==> config.mk <==
export PLATFORM = sky130hd
export DESIGN_NAME = simon_playback_ctrl
export DESIGN_NICKNAME = d
export VERILOG_FILES = /design/src/rtl/simon_playback_ctrl.sv
export SDC_FILE = /design/constraint.sdc
export NUM_CORES = 1
export LEC_CHECK = 0
export CORE_MARGIN = 1.5
export CORE_UTILIZATION = 38
export DETAILED_ROUTE_END_ITERATION = 10
export PLACE_DENSITY = 0.6
export SLEW_MARGIN = 30
export SYNTH_ARGS = -nofsm -noshare
export SYNTH_HDL_FRONTEND = slang
export SYNTH_SLANG_ARGS = --single-unit
export TNS_END_PERCENT = 5
==> constraint.sdc <==
create_clock -name Clk -period 2.3 [get_ports Clk]
set_input_delay 0.46 -clock Clk [delete_from_list [all_inputs] [get_ports Clk]]
set_output_delay 0.46 -clock Clk [all_outputs]
set_load 0.01 [all_outputs]
==> src/rtl/simon_playback_ctrl.sv <==
`default_nettype none
// ============================================================================
// Module   : simon_playback_ctrl
// Purpose  : Plays the stored Simon colour sequence onto the one-hot lamp
//            outputs, blanks between colours, then pulses done.
//            Optional macro PLAYBACK_SPEEDUP_EN shortens on-time for long levels.
// Revision : 1.0  initial release
// ============================================================================
module simon_playback_ctrl #(
  parameter int ON_CYCLES  = 50_000_000,
  parameter int GAP_CYCLES = 25_000_000,
  parameter int MAX_LEVEL  = 64,
  parameter int CNT_W      = 27
) (
  input  logic       Clk,
  input  logic       Reset,
  input  logic       Start,
  input  logic       Abort,
  input  logic [6:0] level,
  output logic       seq_rd,
  output logic [5:0] seq_addr,
  input  logic [1:0] seq_data,
  output logic [3:0] color_oh,
  output logic [6:0] play_idx,
  output logic       busy,
  output logic       done
);

  typedef enum logic [2:0] {
    S_IDLE      = 3'd0,
    S_FETCH     = 3'd1,
    S_WAIT_DATA = 3'd2,
    S_SHOW      = 3'd3,
    S_GAP       = 3'd4,
    S_DONE      = 3'd5
  } state_t;

  localparam logic [6:0]       c_max_len    = 7'(MAX_LEVEL);
  localparam logic [CNT_W-1:0] c_on_cycles  = CNT_W'(ON_CYCLES);
  localparam logic [CNT_W-1:0] c_gap_cycles = CNT_W'(GAP_CYCLES);
  localparam logic [CNT_W-1:0] c_timer_one  = CNT_W'(1);

  state_t           r_state, w_state_nxt;
  logic [6:0]       r_len, w_len_nxt;
  logic [6:0]       r_idx, w_idx_nxt;
  logic [CNT_W-1:0] r_timer, w_timer_nxt;
  logic             r_seq_rd, w_seq_rd_nxt;
  logic [5:0]       r_seq_addr, w_seq_addr_nxt;
  logic [3:0]       r_color_oh, w_color_oh_nxt;
  logic             r_busy, w_busy_nxt;
  logic             r_done, w_done_nxt;

  logic [6:0]       w_len_clamped;
  logic [6:0]       w_idx_inc;
  logic             w_last_color;
  logic             w_timer_expired;
  logic [CNT_W-1:0] w_on_time;

  function automatic logic [3:0] decode_color(input logic [1:0] code);
    logic [3:0] v;
    case (code)
      2'b00:   v = 4'b0001;
      2'b01:   v = 4'b0010;
      2'b10:   v = 4'b0100;
      default: v = 4'b1000;
    endcase
    return v;
  endfunction

  assign w_len_clamped   = (level > c_max_len) ? c_max_len : level;
  assign w_idx_inc       = r_idx + 7'd1;
  assign w_last_color    = (w_idx_inc == r_len);
  assign w_timer_expired = (r_timer == c_timer_one);

`ifdef PLAYBACK_SPEEDUP_EN
  logic [1:0]       w_shift;
  logic [CNT_W-1:0] w_on_shifted;

  // Levels 4-7 play at half on-time, 8 and above at quarter, never below 2.
  assign w_shift      = (r_len[6:3] != 4'd0) ? 2'd2 : {1'b0, r_len[2]};
  assign w_on_shifted = c_on_cycles >> w_shift;
  assign w_on_time    = (w_on_shifted < CNT_W'(2)) ? CNT_W'(2) : w_on_shifted;
`else
  assign w_on_time    = c_on_cycles;
`endif

  always_ff @(posedge Clk) begin
    if (!Reset) begin
      r_state    <= S_IDLE;
      r_len      <= 7'd0;
      r_idx      <= 7'd0;
      r_timer    <= '0;
      r_seq_rd   <= 1'b0;
      r_seq_addr <= 6'd0;
      r_color_oh <= 4'd0;
      r_busy     <= 1'b0;
      r_done     <= 1'b0;
    end else begin
      r_state    <= w_state_nxt;
      r_len      <= w_len_nxt;
      r_idx      <= w_idx_nxt;
      r_timer    <= w_timer_nxt;
      r_seq_rd   <= w_seq_rd_nxt;
      r_seq_addr <= w_seq_addr_nxt;
      r_color_oh <= w_color_oh_nxt;
      r_busy     <= w_busy_nxt;
      r_done     <= w_done_nxt;
    end
  end

  // Outputs are computed for the next state so every port comes from a flop.
  always_comb begin
    w_state_nxt    = r_state;
    w_len_nxt      = r_len;
    w_idx_nxt      = r_idx;
    w_timer_nxt    = r_timer;
    w_seq_rd_nxt   = 1'b0;
    w_seq_addr_nxt = r_seq_addr;
    w_color_oh_nxt = 4'd0;
    w_busy_nxt     = 1'b0;
    w_done_nxt     = 1'b0;

    case (r_state)
      S_IDLE: begin
        if (Start && !Abort) begin
          w_len_nxt = w_len_clamped;
          w_idx_nxt = 7'd0;
          if (w_len_clamped == 7'd0) begin
            w_state_nxt = S_DONE;
            w_done_nxt  = 1'b1;
          end else begin
            w_state_nxt    = S_FETCH;
            w_seq_rd_nxt   = 1'b1;
            w_seq_addr_nxt = 6'd0;
            w_busy_nxt     = 1'b1;
          end
        end
      end

      S_FETCH: begin
        w_state_nxt = S_WAIT_DATA;
        w_busy_nxt  = 1'b1;
      end

      S_WAIT_DATA: begin
        w_state_nxt    = S_SHOW;
        w_busy_nxt     = 1'b1;
        w_color_oh_nxt = decode_color(seq_data);
        w_timer_nxt    = w_on_time;
      end

      S_SHOW: begin
        w_busy_nxt = 1'b1;
        if (w_timer_expired) begin
          w_state_nxt = S_GAP;
          w_timer_nxt = c_gap_cycles;
        end else begin
          w_timer_nxt    = r_timer - c_timer_one;
          w_color_oh_nxt = r_color_oh;
        end
      end

      S_GAP: begin
        if (w_timer_expired) begin
          if (w_last_color) begin
            w_state_nxt = S_DONE;
            w_done_nxt  = 1'b1;
          end else begin
            w_state_nxt    = S_FETCH;
            w_idx_nxt      = w_idx_inc;
            w_seq_rd_nxt   = 1'b1;
            w_seq_addr_nxt = w_idx_inc[5:0];
            w_busy_nxt     = 1'b1;
          end
        end else begin
          w_timer_nxt = r_timer - c_timer_one;
          w_busy_nxt  = 1'b1;
        end
      end

      S_DONE: begin
        w_state_nxt = S_IDLE;
      end

      default: begin
        w_state_nxt = S_IDLE;
      end
    endcase

    // Abort drops straight to IDLE with everything dark and no done pulse.
    if (Abort && (r_state != S_IDLE)) begin
      w_state_nxt    = S_IDLE;
      w_len_nxt      = r_len;
      w_idx_nxt      = r_idx;
      w_timer_nxt    = r_timer;
      w_seq_rd_nxt   = 1'b0;
      w_seq_addr_nxt = r_seq_addr;
      w_color_oh_nxt = 4'd0;
      w_busy_nxt     = 1'b0;
      w_done_nxt     = 1'b0;
    end
  end

  assign seq_rd   = r_seq_rd;
  assign seq_addr = r_seq_addr;
  assign color_oh = r_color_oh;
  assign play_idx = r_idx;
  assign busy     = r_busy;
  assign done     = r_done;

  a_color_onehot: assert property (@(posedge Clk) disable iff (!Reset) $onehot0(color_oh));
  a_rd_in_busy:   assert property (@(posedge Clk) disable iff (!Reset) seq_rd |-> busy);

endmodule
`default_nettype wire

==> impl_metrics.json, run 1 <==
{
  "critPathBufInv": 1,
  "final_nets": 488,
  "core_area_sq_um": 8175,
  "via_count": 3204,
  "die_y_um": 94.78,
  "grt.overflow.total": 0,
  "cts_tree": "done",
  "placement.io_buffers": 32,
  "grt_pass1_wl_um": 14990,
  "htree_levels": 3,
  "yosys_warnings": 0,
  "clock_path_buffers": 2,
  "cts_root_buffer": "clkbuf_8",
  "syn_inst": 381,
  "dpl.hpwl_um": 6826,
  "synthAdderAreaFrac_pct": 1.173,
  "p_leak_nw": 1.748,
  "reg2reg_depth": 7,
  "hold_path_end": "seq_addr[4]$_SDFFE_PN0P_",
  "maxSlewViolCount": 0,
  "ys_seq_area_share_pct": 35.65,
  "synth_area_sq_um": 3201,
  "synth_seq_cells": 57,
  "via_per_inst": 5.515,
  "synth_mux_area_share_pct": 0.9382,
  "cp_max_fo": 6,
  "ir_worst_vdd_v": 0.0002981,
  "cp.required_ps": 2550,
  "fin_skew_ps": 10.40,
  "synth_top_family_by_area": "simple AND/OR/NAND/NOR gates",
  "endpoint_kind": "flop",
  "reg2reg_from": "r_timer[25]$_SDFFE_PN0P_",
  "diodes": 0,
  "r2r_end": "seq_addr[0]$_SDFFE_PN0P_",
  "fp.dieW_um": 94.78,
  "route.detailed.drc": 0,
  "floorplan.initialDensity_pct": 39.15,
  "max_freq_mhz": 403.2,
  "max_slew_margin_pct": 54.61,
  "synth-xor-area-share_pct": 6.841,
  "path_class": "flop to flop",
  "min_path_cells": 2,
  "hold_start": "seq_addr[4]$_SDFFE_PN0P_",
  "design.die.area_sq_um": 8982,
  "cp_slowest_cell": "or4_4",
  "antenna_found_initial": 0,
  "ys.flop_type": "dfxtp_1",
  "status": "finished with violations",
  "layoutNonFillerInstCount": 581,
  "area_growth_pct": 37.61,
  "setup_tns_ps": -2836,
  "total_power_mw": 3.266,
  "post-route-min-period_ps": 2480,
  "rsz0062_at_grt": "yes",
  "synth_edf_count": 0,
  "cts-buffers-inserted": 9,
  "grt_use_total_pct": 21.93,
  "r2r_slack_ps": -180,
  "ys_async_sr_fraction_pct": 0,
  "post_cts.repair.setup_buffers": 0,
  "synth-compound-area-share_pct": 24.55,
  "finalCritPeriodShare_pct": 107.8,
  "cpPeakStageDelay_ps": 540,
  "drt_wl_total_um": 9320,
  "ys_types": 57,
  "setup_viol": 33,
  "critPathTopFamily": "simple AND/OR/NAND/NOR gates",
  "firstDrtPassIters": 4,
  "dp_slack_ps": -169.0,
  "drt_iter0_markers": 342,
  "path_clk_slew_ps": 70,
  "hp-class": "flop to flop",
  "avgRoutedWirePerCell_um": 16.04,
  "violations": "negative setup slack",
  "crit_path_cell_trace": "or4_4 -> or4_4 -> o31ai_4 -> buf_4 -> o211ai_2 -> a21o_4 -> a32o_1",
  "drive_above_1_share_pct": 25.63,
  "drtAntennaViolNets": 0,
  "cpMostUsedCell": "or4_4",
  "grt_max_degree": 36,
  "place.gp.congestion": 0.8841,
  "setup_slack_ps": -180.4,
  "drv_cap": 0,
  "hold_viol_final": 0,
  "cts_hold_buf": 0,
  "clock_latency_ps": 350,
  "clkSinkCount": 57,
  "power_density_nw_per_um2": 741.5,
  "syn_avg_cell_area_sq_um": 8.400,
  "rows": 33,
  "worstMarginPinSlew_ps": 680.9,
  "io_pins": 33,
  "dp.cells": 566,
  "start_kind": "flop",
  "grt_pass1_vias": 3014,
  "synth_nets": 397,
  "arrival_ps": 2730,
  "synth-simple-area-share_pct": 26.86
}
## worst max-delay path by stage
stage / start / end / depth (start not counted)
4_1_cts: r_timer[25]$_SDFFE_PN0P_ / r_timer[26]$_SDFFE_PN0P_ / 8
2_1_floorplan: r_timer[22]$_SDFFE_PN0P_ / seq_addr[2]$_SDFFE_PN0P_ / 7
5_1_grt: r_timer[25]$_SDFFE_PN0P_ / r_timer[1]$_SDFFE_PN0P_ / 6
3_3_place_gp: r_timer[25]$_SDFFE_PN0P_ / r_timer[17]$_SDFFE_PN0P_ / 6
6_report: r_timer[25]$_SDFFE_PN0P_ / seq_addr[0]$_SDFFE_PN0P_ / 7
3_5_place_dp: r_timer[25]$_SDFFE_PN0P_ / seq_addr[0]$_SDFFE_PN0P_ / 7
## cell type report
cell class	count	area [sq um]
multi-input cells	293	1994
clock buffers	9	123.9
inverters	10	37.54
flip-flops and latches	57	1142
well taps	105	131.4
clock inverters	6	107.6
fillers	785	3771
repair buffers	101	867.1
## metal layers
metal | routed length [um] | up-vias | GRT usage, %
met1 | 4570 | 1484 | 31.22
met2 | 3990 | 107 | 31.25
met4 | 167 | 0 | 9.204
li1 | - | 1598 | -
met5 | 0 | - | 0
met3 | 592 | 15 | 5.153
## flip-flops by register name, summed over array words and instances (netlist names)
register,count
r_timer,27
play_idx,7
r_len,7
seq_addr,6
color_oh,4
r_state,3
busy,1
done,1
seq_rd,1
## timing repair
item | 4_1_cts | 5_1_grt
gates resized for setup | 6 | 11
setup endpoints to repair | 39 | 42
pin swaps | 0 | 5
## stage by stage
stage	cell area [sq um]	util [%]	hold WS, ps
after floorplan	3201	-	446.8
after global placement	4105	50.21	456.2
after detailed placement	4105	50.21	450.4
after CTS	4367	53.41	470.9
after global routing	4404	53.87	486.4
final	4404	53.87	465.2
## cell usage after synthesis, types with 4 or more instances
cell type  count  area share (%)
xnor2_1       17             4.7
nand4_1        4            0.78
nor3_1        13             2.0
nor2_1        34             4.0
nand2b_1       5            0.98
nor3b_1        6             1.4
and3_1         4            0.78
xor2_1         8             2.2
o21a_1         5             1.2
inv_1         10             1.2
a21oi_1       29             4.5
a21boi_1       4            0.94
o21ai_0       10             1.6
a32o_1         4             1.3
nand3_1       10             1.6
dfxtp_1       57              36
nor2b_1        7             1.4
nor4_1        10             2.0
nand2_1       26             3.0
a211oi_1       4            0.94
o211ai_1       4            0.94
o31ai_1        5             1.2
clkbuf_1      17             2.0
o221a_2        6             2.1
or4_1          7             1.6
a21o_1         7             1.6
or2_2          6             1.2
or3_1         11             2.2
## tightest hold or removal path: stages (launching register included)
cell and delay [ps]:
dfxtp_1 310, nand2_1 50, mux2i_1 60
## cell usage in the layout, fill, tap and decap left out, drive strengths merged, types with 4 or more instances in the layout
cell type | Yosys | layout
a211oi | 4 | 4
a21boi | 5 | 5
a21o | 8 | 8
a21oi | 29 | 29
a32o | 4 | 4
and3 | 4 | 4
buf | 4 | 69
clkbuf | 17 | 9
clkdlybuf4s50 | 0 | 32
dfxtp | 57 | 57
inv | 10 | 10
nand2 | 26 | 26
nand2b | 5 | 5
nand3 | 11 | 11
nand4 | 4 | 4
nor2 | 34 | 34
nor2b | 7 | 7
nor3 | 14 | 14
nor3b | 7 | 7
nor4 | 12 | 12
o211ai | 5 | 5
o21a | 5 | 5
o21ai | 11 | 11
o221a | 6 | 6
o31ai | 7 | 7
or2 | 7 | 7
or3 | 11 | 11
or4 | 10 | 10
xnor2 | 17 | 17
xor2 | 8 | 8
## where the power goes
group | internal (mW) | total, mW | switching, mW
Clock | 0.709 | 1.12 | 0.415
Sequential | 1.05 | 1.09 | 0.0396
Combinational | 0.472 | 1.06 | 0.584
Total | 2.23 | 3.27 | 1.04
## kinds of logic after synthesis
group	after synthesis
simple gates	156
fa+ha+maj	3
xor+xnor	25
flops	57
mux	3
buf+inv	31
compound gates	106
No activity file was read; power rests on OpenSTA's default activity.
==> run 2: changes to the inputs <==
--- a/config.mk
+++ b/config.mk
@@ -5,10 +5,13 @@
 export SDC_FILE = /design/constraint.sdc
 export NUM_CORES = 1
 export LEC_CHECK = 0
+export CELL_PAD_IN_SITES_DETAIL_PLACEMENT = 1
+export CELL_PAD_IN_SITES_GLOBAL_PLACEMENT = 2
 export CORE_MARGIN = 1.5
-export CORE_UTILIZATION = 38
+export CORE_UTILIZATION = 35
 export DETAILED_ROUTE_END_ITERATION = 10
-export PLACE_DENSITY = 0.6
+export DONT_BUFFER_PORTS = 1
+export PLACE_DENSITY = 0.77
 export SLEW_MARGIN = 30
 export SYNTH_ARGS = -nofsm -noshare
 export SYNTH_HDL_FRONTEND = slang
==> run 2 against run 1 <==
The run still ends with negative setup slack left. Utilization shrank 6.5 points. Sequential power is essentially flat. Combinational power is essentially flat. Via count shrank 1.4%. Sequential cell count is the same. Cell count shrank 5.3%. Clock-buffer cell count grew 2. Register-to-register slack lost 30 ps. Maximum frequency shrank 1.1%. Cell area shrank 5.3%. Sequential share of layout area grew 1.5 points. Largest cell class unchanged. Highest routed layer unchanged.
==> impl_metrics.json, run 2 (same netlist as run 1, synthesis figures left out) <==
{
  "p_leak_nw": 1.658,
  "start_kind": "flop",
  "io_pins": 33,
  "cp.required_ps": 2530,
  "post-route-min-period_ps": 2508,
  "utilization_pct": 47.34,
  "grt_pass1_vias": 3357,
  "antenna_found_initial": 0,
  "clock_path_buffers": 2,
  "rows": 34,
  "clock_latency_ps": 330,
  "regMostFlops": "r_timer",
  "setup_slack_ps": -207.8,
  "layout_common_cells": "buf_4, dfxtp_1, nor2_1",
  "max_slew_margin_pct": 62.36,
  "fp.dieW_um": 98.63,
  "arrival_ps": 2740,
  "drt_wl_total_um": 10550,
  "clkSinkCount": 57,
  "drt_iter0_markers": 135,
  "fin_skew_ps": 9.037,
  "path_clk_slew_ps": 70,
  "grt_max_degree": 37,
  "htree_levels": 3,
  "core_area_sq_um": 8806,
  "r2r_slack_ps": -210,
  "final_nets": 453,
  "diodes": 0,
  "endpoint_kind": "flop",
  "min_path_cells": 1,
  "avgRoutedWirePerCell_um": 19.18,
  "violations": "negative setup slack",
  "area_growth_pct": 30.26,
  "drtAntennaViolNets": 0,
  "grtUsageMet3_pct": 4.184,
  "hold_viol_final": 0,
  "placement.io_buffers": 0,
  "design.die.area_sq_um": 9727,
  "reg2reg_from": "r_timer[25]$_SDFFE_PN0P_",
  "gr-usage-met1_pct": 31.50,
  "floorplan.initialDensity_pct": 36.35,
  "max_freq_mhz": 398.8,
  "grt_pass1_wl_um": 17500,
  "final_common_cell": "buf_4",
  "largest_reg_flops": 27,
  "path_class": "flop to flop",
  "cts_root_buffer": "clkbuf_8",
  "hold_start": "Reset",
  "status": "finished with violations",
  "worstMarginPinSlew_ps": 564.6,
  "drive_above_1_share_pct": 28.51,
  "dpl.hpwl_um": 7813,
  "grt_use_met2_pct": 35.68,
  "reg2reg_depth": 7,
  "ir_worst_vdd_v": 0.0003274,
  "grt_use_total_pct": 22.69,
  "firstDrtPassIters": 6,
  "cts-buffers-inserted": 9,
  "maxSlewViolCount": 0,
  "place.gp.congestion": 0.8636,
  "cp_max_fo": 6,
  "cts_tree": "done",
  "setup_viol": 35,
  "hold_path_end": "r_timer[22]$_SDFFE_PN0P_",
  "power_density_nw_per_um2": 848.2,
  "grt.overflow.total": 0,
  "r2r_end": "seq_addr[1]$_SDFFE_PN0P_",
  "via_count": 3158,
  "grt-busiest-layer": "met2",
  "die_y_um": 98.63,
  "fin_hold_ws_ps": 243.9,
  "hp-class": "primary input to flop",
  "route.detailed.drc": 0,
  "via_per_inst": 5.742,
  "finalCritPeriodShare_pct": 109.0,
  "rsz0062_at_grt": "yes",
  "drv_cap": 0
}
[run 2: changes by cell type in the layout (fill, tap and decap cells not counted), moves of 2 or more]
cell             delta
clkdlybuf4s50_1    -32
nor2_4              +2
bufinv_16           +2
buf_6               +4
a22oi_1             -2
nor4_1              +2
a22oi_2             +2
clkinv_2            -2
a21oi_1             -3
buf_4               -6
nor4_2              -2
a21oi_2             +3
[run 2: final cells by class]
| type | count | area (sq um) |
|---|---|---|
| Clock inverter | 5 | 150.1 |
| Sequential cell | 57 | 1142 |
| Tap cell | 108 | 135.1 |
| Inverter | 10 | 37.54 |
| Timing Repair Buffer | 66 | 526.8 |
| Fill cell | 1034 | 4637 |
| Clock buffer | 11 | 141.4 |
| Multi-Input combinational cell | 293 | 2036 |
[run 2: timing repair]
action / in CTS / in global routing
setup endpoints to repair: 40 / 44
buffers inserted: 0 / 1
pin swaps: 7 / 5
resized for setup: 16 / 13
hold buffers: 0 / 0
[run 2: critical path: stages (launching register included)]
cell,delay [ps]
dfxtp_2,320
or4_4,540
or4_4,540
o31ai_4,270
buf_4,170
o211ai_2,90
a21o_4,230
a32o_1,260
[run 2: per-stage QoR]
step                std cells  area [sq um]  TNS, ps  setup slack [ps]  power [mW]
floorplan                 381          3201   -835.7            -116.0       1.706
global placement          533          3746    -3301            -251.9       2.068
detailed placement        533          3746    -4829            -290.5       2.097
CTS                       549          4103    -4023            -184.6       3.523
global route              550          4169    -6143            -269.7       3.703
finish                    550          4169    -3295            -207.8       3.536
[run 2: where the power goes]
part	internal, mW	switching, mW	total [mW]	leakage, nW
Sequential	1.05	0.0468	1.09	0.462
Clock	0.970	0.425	1.39	0.144
Combinational	0.442	0.606	1.05	1.05
Total	2.46	1.08	3.54	1.66
[run 2: worst max path at each step]
stage	slack, ps	startpoint	endpoint
2_1_floorplan	-120	r_timer[22]$_SDFFE_PN0P_	seq_addr[2]$_SDFFE_PN0P_
3_3_place_gp	-250	r_timer[25]$_SDFFE_PN0P_	r_timer[17]$_SDFFE_PN0P_
3_5_place_dp	-290	r_timer[25]$_SDFFE_PN0P_	r_timer[1]$_SDFFE_PN0P_
4_1_cts	-180	r_timer[25]$_SDFFE_PN0P_	r_timer[18]$_SDFFE_PN0P_
5_1_grt	-270	r_timer[25]$_SDFFE_PN0P_	seq_addr[0]$_SDFFE_PN0P_
6_report	-210	r_timer[25]$_SDFFE_PN0P_	seq_addr[1]$_SDFFE_PN0P_
[run 2: per-layer routing]
layer / part of all wire (%) / wire (um)
met5: 0 / 0
met3: 3.3 / 346
met2: 45 / 4761
met4: 1.2 / 130
met1: 50 / 5307
